File: config.mk
export PLATFORM = sky130hd
export DESIGN_NAME = bellek_hakemi_flat
export DESIGN_NICKNAME = d
export VERILOG_FILES = /design/src/rtl/bellek_hakemi_if.sv /design/src/rtl/bellek_hakemi.sv /design/src/flat_wrapper.sv
export SDC_FILE = /design/constraint.sdc
export NUM_CORES = 1
export LEC_CHECK = 0
export CORE_ASPECT_RATIO = 1.2
export CORE_UTILIZATION = 44
export CTS_CLUSTER_SIZE = 8
export DETAILED_ROUTE_END_ITERATION = 12
export PLACE_DENSITY = 0.86
export SETUP_SLACK_MARGIN = 0.3
export SYNTH_ARGS = -nofsm -noshare
export SYNTH_HDL_FRONTEND = slang
export SYNTH_SLANG_ARGS = --single-unit
File: constraint.sdc
create_clock -name clk -period 3.99 [get_ports clk]
set_clock_uncertainty 0.05 [all_clocks]
set_input_delay 0.399 -clock clk [delete_from_list [all_inputs] [get_ports clk]]
set_output_delay 0.399 -clock clk [all_outputs]
set_load 0.005 [all_outputs]
File: src/rtl/bellek_hakemi_if.sv
// Request/response and memory-port bundle between the core, the arbiter and main memory.
// The arbiter takes the slave side; the core/memory model takes the master side.
interface bellek_hakemi_if #(
  parameter int unsigned VERI_BIT  = 32,
  parameter int unsigned ADRES_BIT = 32
);
  logic                 getir_istek;
  logic [ADRES_BIT-1:0] getir_adres;
  logic                 getir_hazir;
  logic                 getir_gecerli;
  logic [VERI_BIT-1:0]  getir_veri;
  logic                 getir_hata;

  logic                 veri_istek;
  logic                 veri_yaz;
  logic [ADRES_BIT-1:0] veri_adres;
  logic [VERI_BIT-1:0]  veri_yaz_veri;
  logic                 veri_hazir;
  logic                 veri_gecerli;
  logic [VERI_BIT-1:0]  veri_oku_veri;
  logic                 veri_hata;

  logic [ADRES_BIT-1:0] bellek_adres;
  logic [VERI_BIT-1:0]  bellek_oku_veri;
  logic [VERI_BIT-1:0]  bellek_yaz_veri;
  logic                 bellek_yaz;

  modport slave (
    input  getir_istek, getir_adres,
    input  veri_istek, veri_yaz, veri_adres, veri_yaz_veri,
    input  bellek_oku_veri,
    output getir_hazir, getir_gecerli, getir_veri, getir_hata,
    output veri_hazir, veri_gecerli, veri_oku_veri, veri_hata,
    output bellek_adres, bellek_yaz_veri, bellek_yaz
  );

  modport master (
    output getir_istek, getir_adres,
    output veri_istek, veri_yaz, veri_adres, veri_yaz_veri,
    output bellek_oku_veri,
    input  getir_hazir, getir_gecerli, getir_veri, getir_hata,
    input  veri_hazir, veri_gecerli, veri_oku_veri, veri_hata,
    input  bellek_adres, bellek_yaz_veri, bellek_yaz
  );
endinterface

File: src/rtl/bellek_hakemi.sv
// Shared main-memory port arbiter for the fetch (getir) and load/store (veri) requesters.
// One access per two cycles: accept -> ERISIM (memory cycle) -> YANIT (response pulse).

module bellek_hakemi_denetim #(
  parameter int unsigned          ADRES_BIT    = 32,
  parameter logic [ADRES_BIT-1:0] BELLEK_ADRES = 32'h8000_0000,
  parameter logic [ADRES_BIT-1:0] BELLEK_BOYUT = 32'h0000_4000
) (
  input  logic [ADRES_BIT-1:0] adres,
  output logic                 hata
);
  // One extra bit so a memory window ending at the top of the address space does not wrap.
  localparam logic [ADRES_BIT:0] ALT = {1'b0, BELLEK_ADRES};
  localparam logic [ADRES_BIT:0] UST = {1'b0, BELLEK_ADRES} + {1'b0, BELLEK_BOYUT};

  logic [ADRES_BIT:0] genis;
  assign genis = {1'b0, adres};
  assign hata  = (genis < ALT) || (genis >= UST) || (adres[1:0] != 2'b00);
endmodule

module bellek_hakemi #(
  parameter int unsigned          VERI_BIT     = 32,
  parameter int unsigned          ADRES_BIT    = 32,
  parameter logic [ADRES_BIT-1:0] BELLEK_ADRES = 32'h8000_0000,
  parameter logic [ADRES_BIT-1:0] BELLEK_BOYUT = 32'h0000_4000,
  parameter int unsigned          ACLIK_SINIRI = 4
) (
  input  logic           clk,
  input  logic           rst,
  bellek_hakemi_if.slave bif
);
  typedef enum logic [1:0] {BOSTA, ERISIM, YANIT} durum_t;

  localparam logic                 GETIR     = 1'b0;
  localparam logic                 VERI      = 1'b1;
  localparam int unsigned          SAYAC_BIT = $clog2(ACLIK_SINIRI + 1);
  localparam logic [SAYAC_BIT-1:0] SINIR     = SAYAC_BIT'(ACLIK_SINIRI);

  typedef struct packed {
    logic                 yaz;
    logic [ADRES_BIT-1:0] adres;
    logic [VERI_BIT-1:0]  yaz_veri;
  } istek_t;

  durum_t                        durum, durum_sonraki;
  logic [SAYAC_BIT-1:0]          sayac, sayac_sonraki;
  logic [1:0]                    istek, hazir, hata;
  istek_t [1:0]                  talep;
  logic                          sahip, kabul;

  logic                          sahip_q, yaz_q, hata_q, bellek_yaz_q;
  logic [ADRES_BIT-1:0]          bellek_adres_q;
  logic [VERI_BIT-1:0]           bellek_yaz_veri_q;
  logic [1:0][VERI_BIT-1:0]      yanit_veri;
  logic [1:0]                    yanit_hata;

  assign istek = {bif.veri_istek, bif.getir_istek};
  assign talep[GETIR] = '{yaz: 1'b0, adres: bif.getir_adres, yaz_veri: '0};
  assign talep[VERI]  = '{yaz: bif.veri_yaz, adres: bif.veri_adres, yaz_veri: bif.veri_yaz_veri};

  for (genvar g = 0; g < 2; g++) begin : g_denetim
    bellek_hakemi_denetim #(
      .ADRES_BIT   (ADRES_BIT),
      .BELLEK_ADRES(BELLEK_ADRES),
      .BELLEK_BOYUT(BELLEK_BOYUT)
    ) u_denetim (
      .adres(talep[g].adres),
      .hata (hata[g])
    );
  end

  always_comb begin
    durum_sonraki = durum;
    sayac_sonraki = sayac;
    hazir         = '0;
    // veri wins by default; a starved getir wins once sayac reaches the limit.
    sahip = (istek[GETIR] && (!istek[VERI] || sayac == SINIR)) ? GETIR : VERI;
    kabul = (durum != ERISIM) && istek[sahip];
    case (durum)
      BOSTA:   if (kabul) durum_sonraki = ERISIM;
      ERISIM:  durum_sonraki = YANIT;
      YANIT:   durum_sonraki = kabul ? ERISIM : BOSTA;
      default: durum_sonraki = BOSTA;
    endcase
    if (kabul) begin
      hazir[sahip]  = 1'b1;
      sayac_sonraki = (sahip == VERI && istek[GETIR]) ? sayac + 1'b1 : '0;
    end
  end

  always_ff @(posedge clk) begin
    if (rst) begin
      durum             <= BOSTA;
      sayac             <= '0;
      sahip_q           <= GETIR;
      yaz_q             <= 1'b0;
      hata_q            <= 1'b0;
      bellek_yaz_q      <= 1'b0;
      bellek_adres_q    <= BELLEK_ADRES;
      bellek_yaz_veri_q <= '0;
      yanit_veri        <= '0;
      yanit_hata        <= '0;
    end else begin
      durum <= durum_sonraki;
      sayac <= sayac_sonraki;
      if (kabul) begin
        sahip_q           <= sahip;
        yaz_q             <= talep[sahip].yaz;
        hata_q            <= hata[sahip];
        bellek_adres_q    <= talep[sahip].adres;
        bellek_yaz_veri_q <= talep[sahip].yaz_veri;
        bellek_yaz_q      <= talep[sahip].yaz & ~hata[sahip];
      end else begin
        bellek_yaz_q <= 1'b0;
      end
      // Only the owner's response registers move, so the other side's data stays put.
      if (durum == ERISIM) begin
        yanit_veri[sahip_q] <= (!yaz_q && !hata_q) ? bif.bellek_oku_veri : '0;
        yanit_hata[sahip_q] <= hata_q;
      end
    end
  end

  assign bif.getir_hazir     = hazir[GETIR];
  assign bif.veri_hazir      = hazir[VERI];
  assign bif.getir_gecerli   = (durum == YANIT) && (sahip_q == GETIR);
  assign bif.veri_gecerli    = (durum == YANIT) && (sahip_q == VERI);
  assign bif.getir_veri      = yanit_veri[GETIR];
  assign bif.getir_hata      = yanit_hata[GETIR];
  assign bif.veri_oku_veri   = yanit_veri[VERI];
  assign bif.veri_hata       = yanit_hata[VERI];
  assign bif.bellek_adres    = bellek_adres_q;
  assign bif.bellek_yaz_veri = bellek_yaz_veri_q;
  // A store caught in flight by reset must not reach memory.
  assign bif.bellek_yaz      = bellek_yaz_q & ~rst;
endmodule

File: src/flat_wrapper.sv
// flat-port wrapper written by rule: the top's interface ports become plain ports
module bellek_hakemi_flat 
#(
  parameter int unsigned          VERI_BIT     = 32,
  parameter int unsigned          ADRES_BIT    = 32,
  parameter logic [ADRES_BIT-1:0] BELLEK_ADRES = 32'h8000_0000,
  parameter logic [ADRES_BIT-1:0] BELLEK_BOYUT = 32'h0000_4000,
  parameter int unsigned          ACLIK_SINIRI = 4
)
  (clk, rst, bif_getir_istek, bif_getir_adres, bif_veri_istek, bif_veri_yaz, bif_veri_adres, bif_veri_yaz_veri, bif_bellek_oku_veri, bif_getir_hazir, bif_getir_gecerli, bif_getir_veri, bif_getir_hata, bif_veri_hazir, bif_veri_gecerli, bif_veri_oku_veri, bif_veri_hata, bif_bellek_adres, bif_bellek_yaz_veri, bif_bellek_yaz);
  bellek_hakemi_if #(.VERI_BIT(VERI_BIT), .ADRES_BIT(ADRES_BIT)) bif_i ();
  input  logic clk;
  input  logic rst;
  input wire logic [$bits(bif_i.getir_istek)-1:0] bif_getir_istek;
  input wire logic [$bits(bif_i.getir_adres)-1:0] bif_getir_adres;
  input wire logic [$bits(bif_i.veri_istek)-1:0] bif_veri_istek;
  input wire logic [$bits(bif_i.veri_yaz)-1:0] bif_veri_yaz;
  input wire logic [$bits(bif_i.veri_adres)-1:0] bif_veri_adres;
  input wire logic [$bits(bif_i.veri_yaz_veri)-1:0] bif_veri_yaz_veri;
  input wire logic [$bits(bif_i.bellek_oku_veri)-1:0] bif_bellek_oku_veri;
  output wire logic [$bits(bif_i.getir_hazir)-1:0] bif_getir_hazir;
  output wire logic [$bits(bif_i.getir_gecerli)-1:0] bif_getir_gecerli;
  output wire logic [$bits(bif_i.getir_veri)-1:0] bif_getir_veri;
  output wire logic [$bits(bif_i.getir_hata)-1:0] bif_getir_hata;
  output wire logic [$bits(bif_i.veri_hazir)-1:0] bif_veri_hazir;
  output wire logic [$bits(bif_i.veri_gecerli)-1:0] bif_veri_gecerli;
  output wire logic [$bits(bif_i.veri_oku_veri)-1:0] bif_veri_oku_veri;
  output wire logic [$bits(bif_i.veri_hata)-1:0] bif_veri_hata;
  output wire logic [$bits(bif_i.bellek_adres)-1:0] bif_bellek_adres;
  output wire logic [$bits(bif_i.bellek_yaz_veri)-1:0] bif_bellek_yaz_veri;
  output wire logic [$bits(bif_i.bellek_yaz)-1:0] bif_bellek_yaz;
  assign bif_i.getir_istek = bif_getir_istek;
  assign bif_i.getir_adres = bif_getir_adres;
  assign bif_i.veri_istek = bif_veri_istek;
  assign bif_i.veri_yaz = bif_veri_yaz;
  assign bif_i.veri_adres = bif_veri_adres;
  assign bif_i.veri_yaz_veri = bif_veri_yaz_veri;
  assign bif_i.bellek_oku_veri = bif_bellek_oku_veri;
  assign bif_getir_hazir = bif_i.getir_hazir;
  assign bif_getir_gecerli = bif_i.getir_gecerli;
  assign bif_getir_veri = bif_i.getir_veri;
  assign bif_getir_hata = bif_i.getir_hata;
  assign bif_veri_hazir = bif_i.veri_hazir;
  assign bif_veri_gecerli = bif_i.veri_gecerli;
  assign bif_veri_oku_veri = bif_i.veri_oku_veri;
  assign bif_veri_hata = bif_i.veri_hata;
  assign bif_bellek_adres = bif_i.bellek_adres;
  assign bif_bellek_yaz_veri = bif_i.bellek_yaz_veri;
  assign bif_bellek_yaz = bif_i.bellek_yaz;
  bellek_hakemi #(.VERI_BIT(VERI_BIT), .ADRES_BIT(ADRES_BIT), .BELLEK_ADRES(BELLEK_ADRES), .BELLEK_BOYUT(BELLEK_BOYUT), .ACLIK_SINIRI(ACLIK_SINIRI)) u_core (.clk(clk), .rst(rst), .bif(bif_i));
endmodule
# ---- After elaboration in Yosys (flattened, before gate mapping)
# Cells that the tools add are included.
dict set report classes {
  n_addsub 1
  magnitude_cmp 8
  n_eq_ne 5
  mux 21
  bitwise_logic 6
  n_reduce_logical 20
}
# op n
set op_table {}
lappend op_table {{$mux W65} 2}
lappend op_table {{$bwmux W64} 1}
lappend op_table {{$ge A32 B32 Y1 const B} 2}
lappend op_table {{$lt A32 B32 Y1 const B} 2}
lappend op_table {{$mux W32} 2}
lappend op_table {{$demux W32 S1} 1}
lappend op_table {{$logic_and A1 B1 Y1} 8}
lappend op_table {{$mux W1} 8}
lappend op_table {{$pmux W2 S3} 1}
lappend op_table {{$logic_or A1 B1 Y1} 5}
lappend op_table {{$lt A1 B2 Y1 const B} 2}
lappend op_table {{$mux W2} 2}
lappend op_table {{$ne A2 B1 Y1 const B} 2}
lappend op_table {{$not A1 Y1} 4}
lappend op_table {{$reduce_bool A2 Y1} 2}
lappend op_table {{$add A3 B1 Y3 const B} 1}
lappend op_table {{$eq A3 B3 Y1 const B} 1}
lappend op_table {{$logic_not A1 Y1} 3}
lappend op_table {{$mux W3} 1}
lappend op_table {{$and A1 B1 Y1} 2}
lappend op_table {{$bwmux W2} 1}
lappend op_table {{$demux W1 S1} 2}
lappend op_table {{$eq A2 B1 Y1 const B} 1}
lappend op_table {{$eq A2 B2 Y1 const B} 1}
lappend op_table {{3 further kinds} 4}
dict set report word_totals {
  reg_bits 139
  input_bits 133
  output_inout_bits 135
}

# ---- Logic depth before layout (Yosys ltp)
# Gate-level depths: netlist of run 1.
dict set report logic_depth {
  depth_word 9
  depth_mapped 7
}

# ---- Modules after synthesis
# Synthesis of run 1 repeated with hierarchy kept, for this count alone.
dict set report hier_totals {
  hier_cells 707
  area_unflattened_um2 5733.0
}
# module instances cells_each area_each_um2
set modules_own_cells {}
lappend modules_own_cells {bellek_hakemi 1 693 5642.9}
lappend modules_own_cells {bellek_hakemi_denetim 2 7 45.0}

# ---- Worst setup path before layout of run 1
# No wires, ideal clock.
dict set report synth_timing {
  kind {register to output}
  from {register u_core.sayac[0]}
  to {output bif_veri_hazir}
  arrival_ns 1.370
  setup_slack_ns 2.171
  path_stages_with_launch 6
  n_path_buf 1
  cell_sequence {dfxtp_1 > inv_1 > ha_1 > and2_1 > a211oi_4 > buf_6}
}
dict set report synth_between {
  elab_chain_len 9
  elab_cells_between_ends 13
}
# item line_no
set synth_rtl {}
lappend synth_rtl {{start, declared} bellek_hakemi.sv:46} ;# logic [SAYAC_BIT-1:0] sayac, sayac_sonraki;
lappend synth_rtl {{start signal, assigned} bellek_hakemi.sv:105} ;# sayac <= sayac_sonraki;
lappend synth_rtl {{$eq A3 B3 Y1 *} bellek_hakemi.sv:77} ;# sahip = (istek[GETIR] && (!istek[VERI] || sayac == SINIR)) ? GETIR : VERI;
lappend synth_rtl {{$logic_or A1 B1 Y1 *} bellek_hakemi.sv:77}
lappend synth_rtl {{$logic_and A1 B1 Y1 *} bellek_hakemi.sv:77}
lappend synth_rtl {{$mux W1} bellek_hakemi.sv:77}
lappend synth_rtl {{$lt A1 B2 Y1 (not written as such) / $ge A1 B1 Y1 (equally long branches)} bellek_hakemi.sv:86} ;# hazir[sahip] = 1'b1;
lappend synth_rtl {{$logic_and A1 B1 Y1 (not written as such)} bellek_hakemi.sv:86}
lappend synth_rtl {{$mux W1 (not written as such)} bellek_hakemi.sv:86}
lappend synth_rtl {{$demux W1 S1} n/a}
lappend synth_rtl {{$mux W2 *} bellek_hakemi.sv:85} ;# if (kabul) begin
lappend synth_rtl {{end, declared} flat_wrapper.sv:25} ;# output wire logic [$bits(bif_i.veri_hazir)-1:0] bif_veri_hazir;
# Mark *: on every way between the ends. The rest lies on a longest branch, timed or not. The select of a mux whose other input is x is not followed.

# ---- Worst setup path in the final report of run 1
dict set report layout_timing {
  from {register u_core.sayac[0]}
  to {output bif_getir_hazir}
}
dict set report layout_between {
  elab_chain_len 9
  elab_cells_between_ends 13
}
# item line_no
set layout_rtl {}
lappend layout_rtl {{$eq A3 B3 Y1 *} bellek_hakemi.sv:77}
lappend layout_rtl {{$logic_or A1 B1 Y1 *} bellek_hakemi.sv:77}
lappend layout_rtl {{$logic_and A1 B1 Y1 *} bellek_hakemi.sv:77}
lappend layout_rtl {{$mux W1} bellek_hakemi.sv:77}
lappend layout_rtl {{$lt A1 B2 Y1 (not written as such) / $ge A1 B1 Y1 (equally long branches)} bellek_hakemi.sv:86}
lappend layout_rtl {{$logic_and A1 B1 Y1 (not written as such)} bellek_hakemi.sv:86}
lappend layout_rtl {{$mux W1 (not written as such)} bellek_hakemi.sv:86}
lappend layout_rtl {{$demux W1 S1} n/a}
lappend layout_rtl {{$mux W2 *} bellek_hakemi.sv:85}
lappend layout_rtl {{end, declared} flat_wrapper.sv:21} ;# output wire logic [$bits(bif_i.getir_hazir)-1:0] bif_getir_hazir;
# Marked as above.

==> results of run 1 <==
final cells by class:
| class | instances | area (um2) |
|---|---|---|
| multi-input cells | 445 | 2476 |
| well taps | 161 | 201.4 |
| fillers | 926 | 3331 |
| repair buffers | 279 | 2760 |
| clock inverters | 14 | 171.4 |
| inverters | 4 | 15.01 |
| clock buffers | 18 | 429.2 |
| flip-flops and latches | 139 | 2783 |
critical path, delay by kind of cell, from the launching register on:
kind | cells | cell delay, ns
buf+inv | 2 | 0.67
flops | 1 | 0.31
simple gates | 1 | 0.26
fa+ha+maj | 1 | 0.17
compound gates | 1 | 0.45
cells in the final DEF, fill, tap and decap left out, types with 2 or more instances in the layout:
cell type	count
sky130_fd_sc_hd__clkdlybuf4s50_1	266
sky130_fd_sc_hd__dfxtp_1	139
sky130_fd_sc_hd__nand2_1	138
sky130_fd_sc_hd__a21oi_1	106
sky130_fd_sc_hd__nand3_1	99
sky130_fd_sc_hd__a22oi_2	26
sky130_fd_sc_hd__a21oi_2	26
sky130_fd_sc_hd__clkbuf_16	17
sky130_fd_sc_hd__buf_4	13
sky130_fd_sc_hd__nor4_1	8
sky130_fd_sc_hd__a22oi_1	6
sky130_fd_sc_hd__nor2_1	5
sky130_fd_sc_hd__inv_1	4
sky130_fd_sc_hd__nor3_1	4
sky130_fd_sc_hd__bufinv_16	3
sky130_fd_sc_hd__clkinvlp_4	3
sky130_fd_sc_hd__clkinv_4	3
sky130_fd_sc_hd__clkinv_2	3
sky130_fd_sc_hd__and2_1	2
sky130_fd_sc_hd__nand2b_1	2
sky130_fd_sc_hd__nor3b_1	2
sky130_fd_sc_hd__nor2_2	2
sky130_fd_sc_hd__nor4b_1	2
sky130_fd_sc_hd__ha_1	2
sky130_fd_sc_hd__inv_6	2
metrics by stage:
stage	utilization (%)	power, mW
detailed placement	67.69	2.119
global route	72.62	3.826
floorplan	-	1.777
CTS	72.62	3.703
finish	72.62	3.678
global placement	67.69	2.112
flip-flops by register name, indices dropped and copies added (netlist names):
register / cells
u_core.bellek_yaz_q: 1
u_core.bif.bellek_adres: 32
u_core.bif.bellek_yaz_veri: 32
u_core.bif.getir_veri: 32
u_core.bif.veri_oku_veri: 32
u_core.durum: 2
u_core.hata_q: 1
u_core.sahip_q: 1
u_core.sayac: 3
u_core.yanit_hata: 2
u_core.yaz_q: 1
final timing paths:
| kind | startpoint | to | slack (ns) | cells past startpoint |
|---|---|---|---|---|
| max reg2reg | u_core.sayac[0] | u_core.bif.bellek_adres[1] | 1.82 | 7 |
| max | u_core.sayac[0] | bif_getir_hazir | 1.27 | 5 |
| min | u_core.bif.bellek_yaz_veri[27] | u_core.bif.bellek_yaz_veri[27] | 0.40 | 2 |
| min reg2reg | u_core.bif.bellek_yaz_veri[27] | u_core.bif.bellek_yaz_veri[27] | 0.40 | 2 |
cells by family after synthesis:
| logic type | share of synthesized area [%] |
|---|---|
| compound gates | 21.93 |
| fa+ha+maj | 0.4534 |
| buf+inv | 5.011 |
| flops | 50.43 |
| mux | 0.1814 |
| simple gates | 22.00 |
power by group:
| part | internal (mW) | switching [mW] | total [mW] |
|---|---|---|---|
| combinational | 0.316 | 0.272 | 0.588 |
| sequential | 1.46 | 0.0410 | 1.50 |
| clock | 0.985 | 0.602 | 1.59 |
| total | 2.76 | 0.915 | 3.68 |
per-layer routing:
layer | global-route usage [%] | share of wire [%] | wire length, um
met5 | 0 | 0 | 0
met3 | 6.436 | 6.9 | 1161
met4 | 10.84 | 2.6 | 444
met1 | 30.48 | 39 | 6623
met2 | 46.75 | 51 | 8693
==> impl_metrics.sql, run 1 <==
INSERT INTO impl_metrics (metric_group, metric, value, unit) VALUES
('clock_tree', 'clockRootBuffer', 'sky130_fd_sc_hd__clkbuf_16', ''),
('grt', 'grt_overflow_total', '0', ''),
('drt', 'detail_route.wirelength', '16920', 'um'),
('logic_synthesis', 'synth_top_cell_area_share', '50.43', '%'),
('critical_path', 'timing.setup.critical_path_class', 'flip-flop to output port', ''),
('logic_synthesis', 'seq_area_frac_synth', '50.43', '%'),
('run', 'cap_violations', '0', ''),
('sta', 'slew_headroom', '39.25', '%'),
('die', 'chipHeight', '124.7', 'um'),
('cells_and_area', 'syn2layout_area_growth', '60.14', '%'),
('sta', 'setup_viol_count_final', '0', ''),
('logic_synthesis', 'synth_most_common_cell', 'sky130_fd_sc_hd__dfxtp_1', ''),
('grt', 'first_global_vias', '5518', ''),
('logic_synthesis', 'synthesized_nets', '779', ''),
('grt', 'grt_max_degree', '72', ''),
('clock_tree', 'sinks_on_clock_net', '139', ''),
('critical_path', 'critPathMaxFanout', '11', ''),
('logic_synthesis', 'syn-instance-count', '644', ''),
('pwr', 'power.static_leakage', '3.033', 'nW'),
('clock_tree', 'clkLatencyLatePin', '0.41', 'ns'),
('drt', 'drc', '0', ''),
('drt', 'postRouteAntennaNets', '0', ''),
('logic_synthesis', 'synth_top_cells_by_count', 'sky130_fd_sc_hd__dfxtp_1 (139), sky130_fd_sc_hd__nand2_1 (138), sky130_fd_sc_hd__a21oi_1 (106), sky130_fd_sc_hd__nand3_1 (99), sky130_fd_sc_hd__clkbuf_1 (32)', ''),
('die', 'top_level_ports', '268', ''),
('logic_synthesis', 'count_of_flip_flops_with_a_built_in_enable_after_synthesis', '0', ''),
('drt', 'routed_length_per_placed_instance', '15.97', 'um'),
('die', 'core_area', '12170', 'um2'),
('logic_synthesis', 'ys_seq_elements', '139', ''),
('sta', 'worst_hold_slack', '0.3976', 'ns'),
('critical_path', 'cp-end-kind', 'output port', ''),
('die', 'die_area', '12990', 'um2'),
('logic_synthesis', 'dominantRegCellSynth', 'sky130_fd_sc_hd__dfxtp_1', ''),
('logic_synthesis', 'yosys_warnings', '0', ''),
('clock_tree', 'cts_resized', '0', ''),
('clock_tree', 'ctsHtreeMaxLevel', '4', ''),
('sta', 'layout_setup_ws', '1.268', 'ns'),
('die', 'num_rows', '44', ''),
('sta', 'period_utilization', '68.21', '%'),
('cells_and_area', 'insertedDiodeCount', '0', ''),
('placed_design', 'preCtsSetupSlack', '1.371', 'ns'),
('cells_and_area', 'layout.cells.non_filler', '1060', ''),
('clock_tree', 'cts.path.max_buffers', '2', ''),
('drt', 'post_drt_via_cell_ratio', '5.302', ''),
('placed_design', 'hpwl', '11800', 'um'),
('critical_path', 'timing.critical_path.cells', 'inv_1 -> ha_1 -> and2_1 -> o211a_1 -> clkdlybuf4s50_1', ''),
('outcome', 'outcome', 'finished, final reports clean', ''),
('logic_synthesis', 'yosysUniqueCellTypes', '34', ''),
('critical_path', 'critPathSlowestCell', 'sky130_fd_sc_hd__clkdlybuf4s50_1', ''),
('logic_synthesis', 'ys_top_cells_by_area', 'sky130_fd_sc_hd__dfxtp_1 (50%), sky130_fd_sc_hd__a21oi_1 (9.6%), sky130_fd_sc_hd__nand2_1 (9.4%)', ''),
('placed_design', 'dp_cells', '1028', ''),
('drt', 'first_iter_violations', '267', ''),
('clock_tree', 'clk_pin_slew_worst_paths', '0.06', 'ns'),
('clock_tree', 'numCtsBuffers', '17', ''),
('cells_and_area', 'post_route_cells_drive_above_1_share', '11.46', '%'),
('sta', 'layout_min_cycle_time', '2.722', 'ns'),
('clock_tree', 'post_cts.repair.setup_buffers', '0', ''),
('pwr', 'power-per-cell-area', '416.2', 'nW/um2'),
('critical_path', 'setup_crit_start_kind', 'flip-flop', ''),
('placed_design', 'detailed_place.area', '8235', 'um2'),
('cells_and_area', 'nets', '1021', ''),
('placed_design', 'globalplace.congestion', '0.8761', ''),
('grt', 'grt_pass1_wl', '27550', 'um'),
('critical_path', 'crit_arrival', '2.27', 'ns'),
('grt', 'grtUsageTotal', '26.50', '%'),
('sta', 'unrepaired_setup_endpoints_after_global_routing', 'false', ''),
('grt', 'antenna_found_initial', '0', ''),
('die', 'initial_core_util', '45.35', '%'),
('clock_tree', 'cts_hold_buf', '0', ''),
('sta', 'timing.final.hold_violations', '0', ''),
('placed_design', 'port-buffer-count', '267', ''),
('pwr', 'vdd_ir_drop_max', '0.0002202', 'V');
Power figures use the tool's default switching activity.
==> run 2, diff against run 1 <==
--- a/config.mk
+++ b/config.mk
@@ -6,10 +6,10 @@
 export NUM_CORES = 1
 export LEC_CHECK = 0
 export CORE_ASPECT_RATIO = 1.2
-export CORE_UTILIZATION = 44
+export CORE_UTILIZATION = 41
 export CTS_CLUSTER_SIZE = 8
 export DETAILED_ROUTE_END_ITERATION = 12
-export PLACE_DENSITY = 0.86
+export PLACE_DENSITY = 0.81
 export SETUP_SLACK_MARGIN = 0.3
 export SYNTH_ARGS = -nofsm -noshare
 export SYNTH_HDL_FRONTEND = slang
==> constraint.sdc (replaced) <==
create_clock -name clk -period 2.54 [get_ports clk]
set_clock_uncertainty 0.05 [all_clocks]
set_input_delay 0.254 -clock clk [delete_from_list [all_inputs] [get_ports clk]]
set_output_delay 0.254 -clock clk [all_outputs]
set_load 0.005 [all_outputs]
==> run 2 against run 1 <==
  * Die area is 7.2% higher
  * Power is 53% higher
  * Via count is 0.25% lower
  * Non-clock buffer count is 2 higher
  * Critical endpoint is now bif_veri_hazir
==> impl_metrics.sql, run 2 (synthesized netlist as in run 1, its figures left out) <==
INSERT INTO impl_metrics (metric_group, metric, value, unit) VALUES
('critical_path', 'critPathSlowestCell', 'sky130_fd_sc_hd__dfxtp_1', ''),
('clock_tree', 'ctsHtreeMaxLevel', '4', ''),
('grt', 'first_global_vias', '5268', ''),
('placed_design', 'detailed_place.area', '8322', 'um2'),
('critical_path', 'timing.setup.critical_path_class', 'flip-flop to output port', ''),
('critical_path', 'critPathMaxFanout', '4', ''),
('clock_tree', 'clkLatencyLatePin', '0.40', 'ns'),
('grt', 'grtUsageTotal', '24.42', '%'),
('sta', 'least_margin_pin_slew', '0.7828', 'ns'),
('die', 'floorplan.die.width', '107.9', 'um'),
('critical_path', 'slowest_delay', '0.33', 'ns'),
('drt', 'routed_via_count', '5606', ''),
('sta', 'period_utilization', '83.22', '%'),
('placed_design', 'hpwl', '11920', 'um'),
('grt', 'grt_overflow_total', '0', ''),
('critical_path', 'cp-end-kind', 'output port', ''),
('critical_path', 'cp_top_family', 'buffers and inverters', ''),
('critical_path', 'critPathLaunch', 'u_core.sayac[0]', ''),
('die', 'initial_core_util', '41.86', '%'),
('drt', 'detail_route.wirelength', '17060', 'um'),
('outcome', 'outcome', 'finished, final reports clean', ''),
('cells_and_area', 'nets', '1023', ''),
('worst_hold_path', 'hold_start', 'rst', ''),
('sta', 'setup_viol_count_final', '0', ''),
('cells_and_area', 'post_route_cells_drive_above_1_share', '11.54', '%'),
('sta', 'timing.final.hold_violations', '0', ''),
('sta', 'layout_min_cycle_time', '2.114', 'ns'),
('grt', 'grt_max_degree', '140', ''),
('sta', 'unrepaired_setup_endpoints_after_global_routing', 'false', ''),
('grt', 'antenna_found_initial', '0', ''),
('grt', 'grt_pass1_wl', '26450', 'um'),
('cells_and_area', 'insertedDiodeCount', '0', ''),
('cells_and_area', 'final_cell_area', '8874', 'um2'),
('placed_design', 'globalplace.congestion', '0.9258', ''),
('worst_hold_path', 'hp-class', 'input port to flip-flop', ''),
('clock_tree', 'cts_hold_buf', '0', ''),
('die', 'chipHeight', '129.1', 'um'),
('clock_tree', 'clockRootBuffer', 'sky130_fd_sc_hd__clkbuf_16', ''),
('clock_tree', 'clk_pin_slew_worst_paths', '0.06', 'ns'),
('clock_tree', 'sinks_on_clock_net', '139', ''),
('cells_and_area', 'mostFrequentLayoutCells', 'sky130_fd_sc_hd__clkdlybuf4s50_1 (264), sky130_fd_sc_hd__dfxtp_1 (139), sky130_fd_sc_hd__nand2_1 (138)', ''),
('pwr', 'power.static_leakage', '3.041', 'nW'),
('critical_path', 'crit_buf_inv', '2', ''),
('cells_and_area', 'syn2layout_area_growth', '60.82', '%'),
('cells_and_area', 'final_common_cell', 'sky130_fd_sc_hd__clkdlybuf4s50_1', ''),
('die', 'num_rows', '46', ''),
('die', 'top_level_ports', '268', ''),
('drt', 'drc', '0', ''),
('critical_path', 'crit_arrival', '1.81', 'ns'),
('clock_tree', 'numCtsBuffers', '17', ''),
('drt', 'first_iter_violations', '330', ''),
('clock_tree', 'post_cts.repair.setup_buffers', '0', ''),
('clock_tree', 'cts.path.max_buffers', '2', ''),
('pwr', 'vdd_ir_drop_max', '0.0003898', 'V'),
('drt', 'postRouteAntennaNets', '0', ''),
('sta', 'total_negative_setup_slacks', '0', 'ns'),
('clock_tree', 'cts_tree', 'done', ''),
('pwr', 'fin_total_pwr', '5.617', 'mW'),
('drt', 'drt_first_pass_iters', '5', ''),
('sta', 'achievable_clock_frequency', '0.4731', 'GHz'),
('critical_path', 'r2r_start', 'u_core.sayac[0]', ''),
('critical_path', 'timing.critical_path.cells', 'inv_1 -> ha_1 -> and2_2 -> a211oi_4 -> dlygate4sd2_1', ''),
('sta', 'pins_over_their_slew_limit', '0', ''),
('sta', 'slew_headroom', '47.81', '%'),
('pwr', 'power-per-cell-area', '633.0', 'nW/um2'),
('critical_path', 'setup_crit_start_kind', 'flip-flop', ''),
('clock_tree', 'cts_resized', '3', ''),
('die', 'die_area', '13930', 'um2'),
('run', 'cap_violations', '0', ''),
('drt', 'post_drt_via_cell_ratio', '5.244', ''),
('drt', 'routed_length_per_placed_instance', '15.96', 'um'),
('placed_design', 'port-buffer-count', '267', ''),
('die', 'core_area', '13180', 'um2'),
('critical_path', 'cp_data_required_time', '2.24', 'ns');
-- run 2: cell types whose count changed in the layout (fill, tap and decap cells not counted), sizes merged --
cell           delta
clkinvlp          +2
bufinv            -2
clkinv            -4
dlygate4sd2       +2
buf               +2
clkdlybuf4s50     -2
inv               +2
clkbuf            +2
-- run 2: through the flow --
step	hold WS [ns]	std cells	utilization, %	setup slack (ns)
final	0.3379	1069	67.32	0.4263
after global routing	0.3577	1069	67.32	0.3483
after CTS	0.3464	1069	67.32	0.4080
after detailed placement	0.3930	1037	63.14	0.4226
after global placement	0.3872	1037	63.14	0.4541
after floorplan	0.3104	644	-	0.8199
-- run 2: worst min-delay path: cells and delay by family --
kind	cells	cell delay (ns)
buffers and inverters	2	0.34
and+or+nand+nor	1	0.15
-- run 2: path summary, 6_finish.rpt --
kind / cells after the start / endpoint / slack, ns
setup / recovery: 5 / bif_veri_hazir / 0.43
setup reg to reg: 7 / u_core.bif.bellek_adres[0] / 0.50
hold / removal: 3 / u_core.sahip_q / 0.34
hold reg to reg: 2 / u_core.bif.bellek_yaz_veri[23] / 0.40
-- run 2: report_power, final --
group / leakage, nW / internal (mW) / switching (mW) / total, mW
registers: 1.14 / 2.30 / 0.0617 / 2.36
logic: 1.65 / 0.515 / 0.434 / 0.950
clock network: 0.254 / 1.36 / 0.952 / 2.31
total: 3.04 / 4.17 / 1.45 / 5.62
-- run 2: layer usage --
metal	track usage [%]	part of all wire (%)	vias to the layer above
met5	0	0	-
met4	11.76	2.6	0
met3	6.640	7.1	25
met2	42.23	51	218
met1	27.77	39	2635
li1	-	-	2728
-- run 2: area by class of cell --
cell class                 count  area (um2)
timing repair buffer         281        2835
multi-input combinational    445        2477
clock buffer                  20       436.7
sequential                   139        2783
clock inverter                12       116.4
tap                          168       210.2
inverter                       4       15.01
fill                        1089        4307
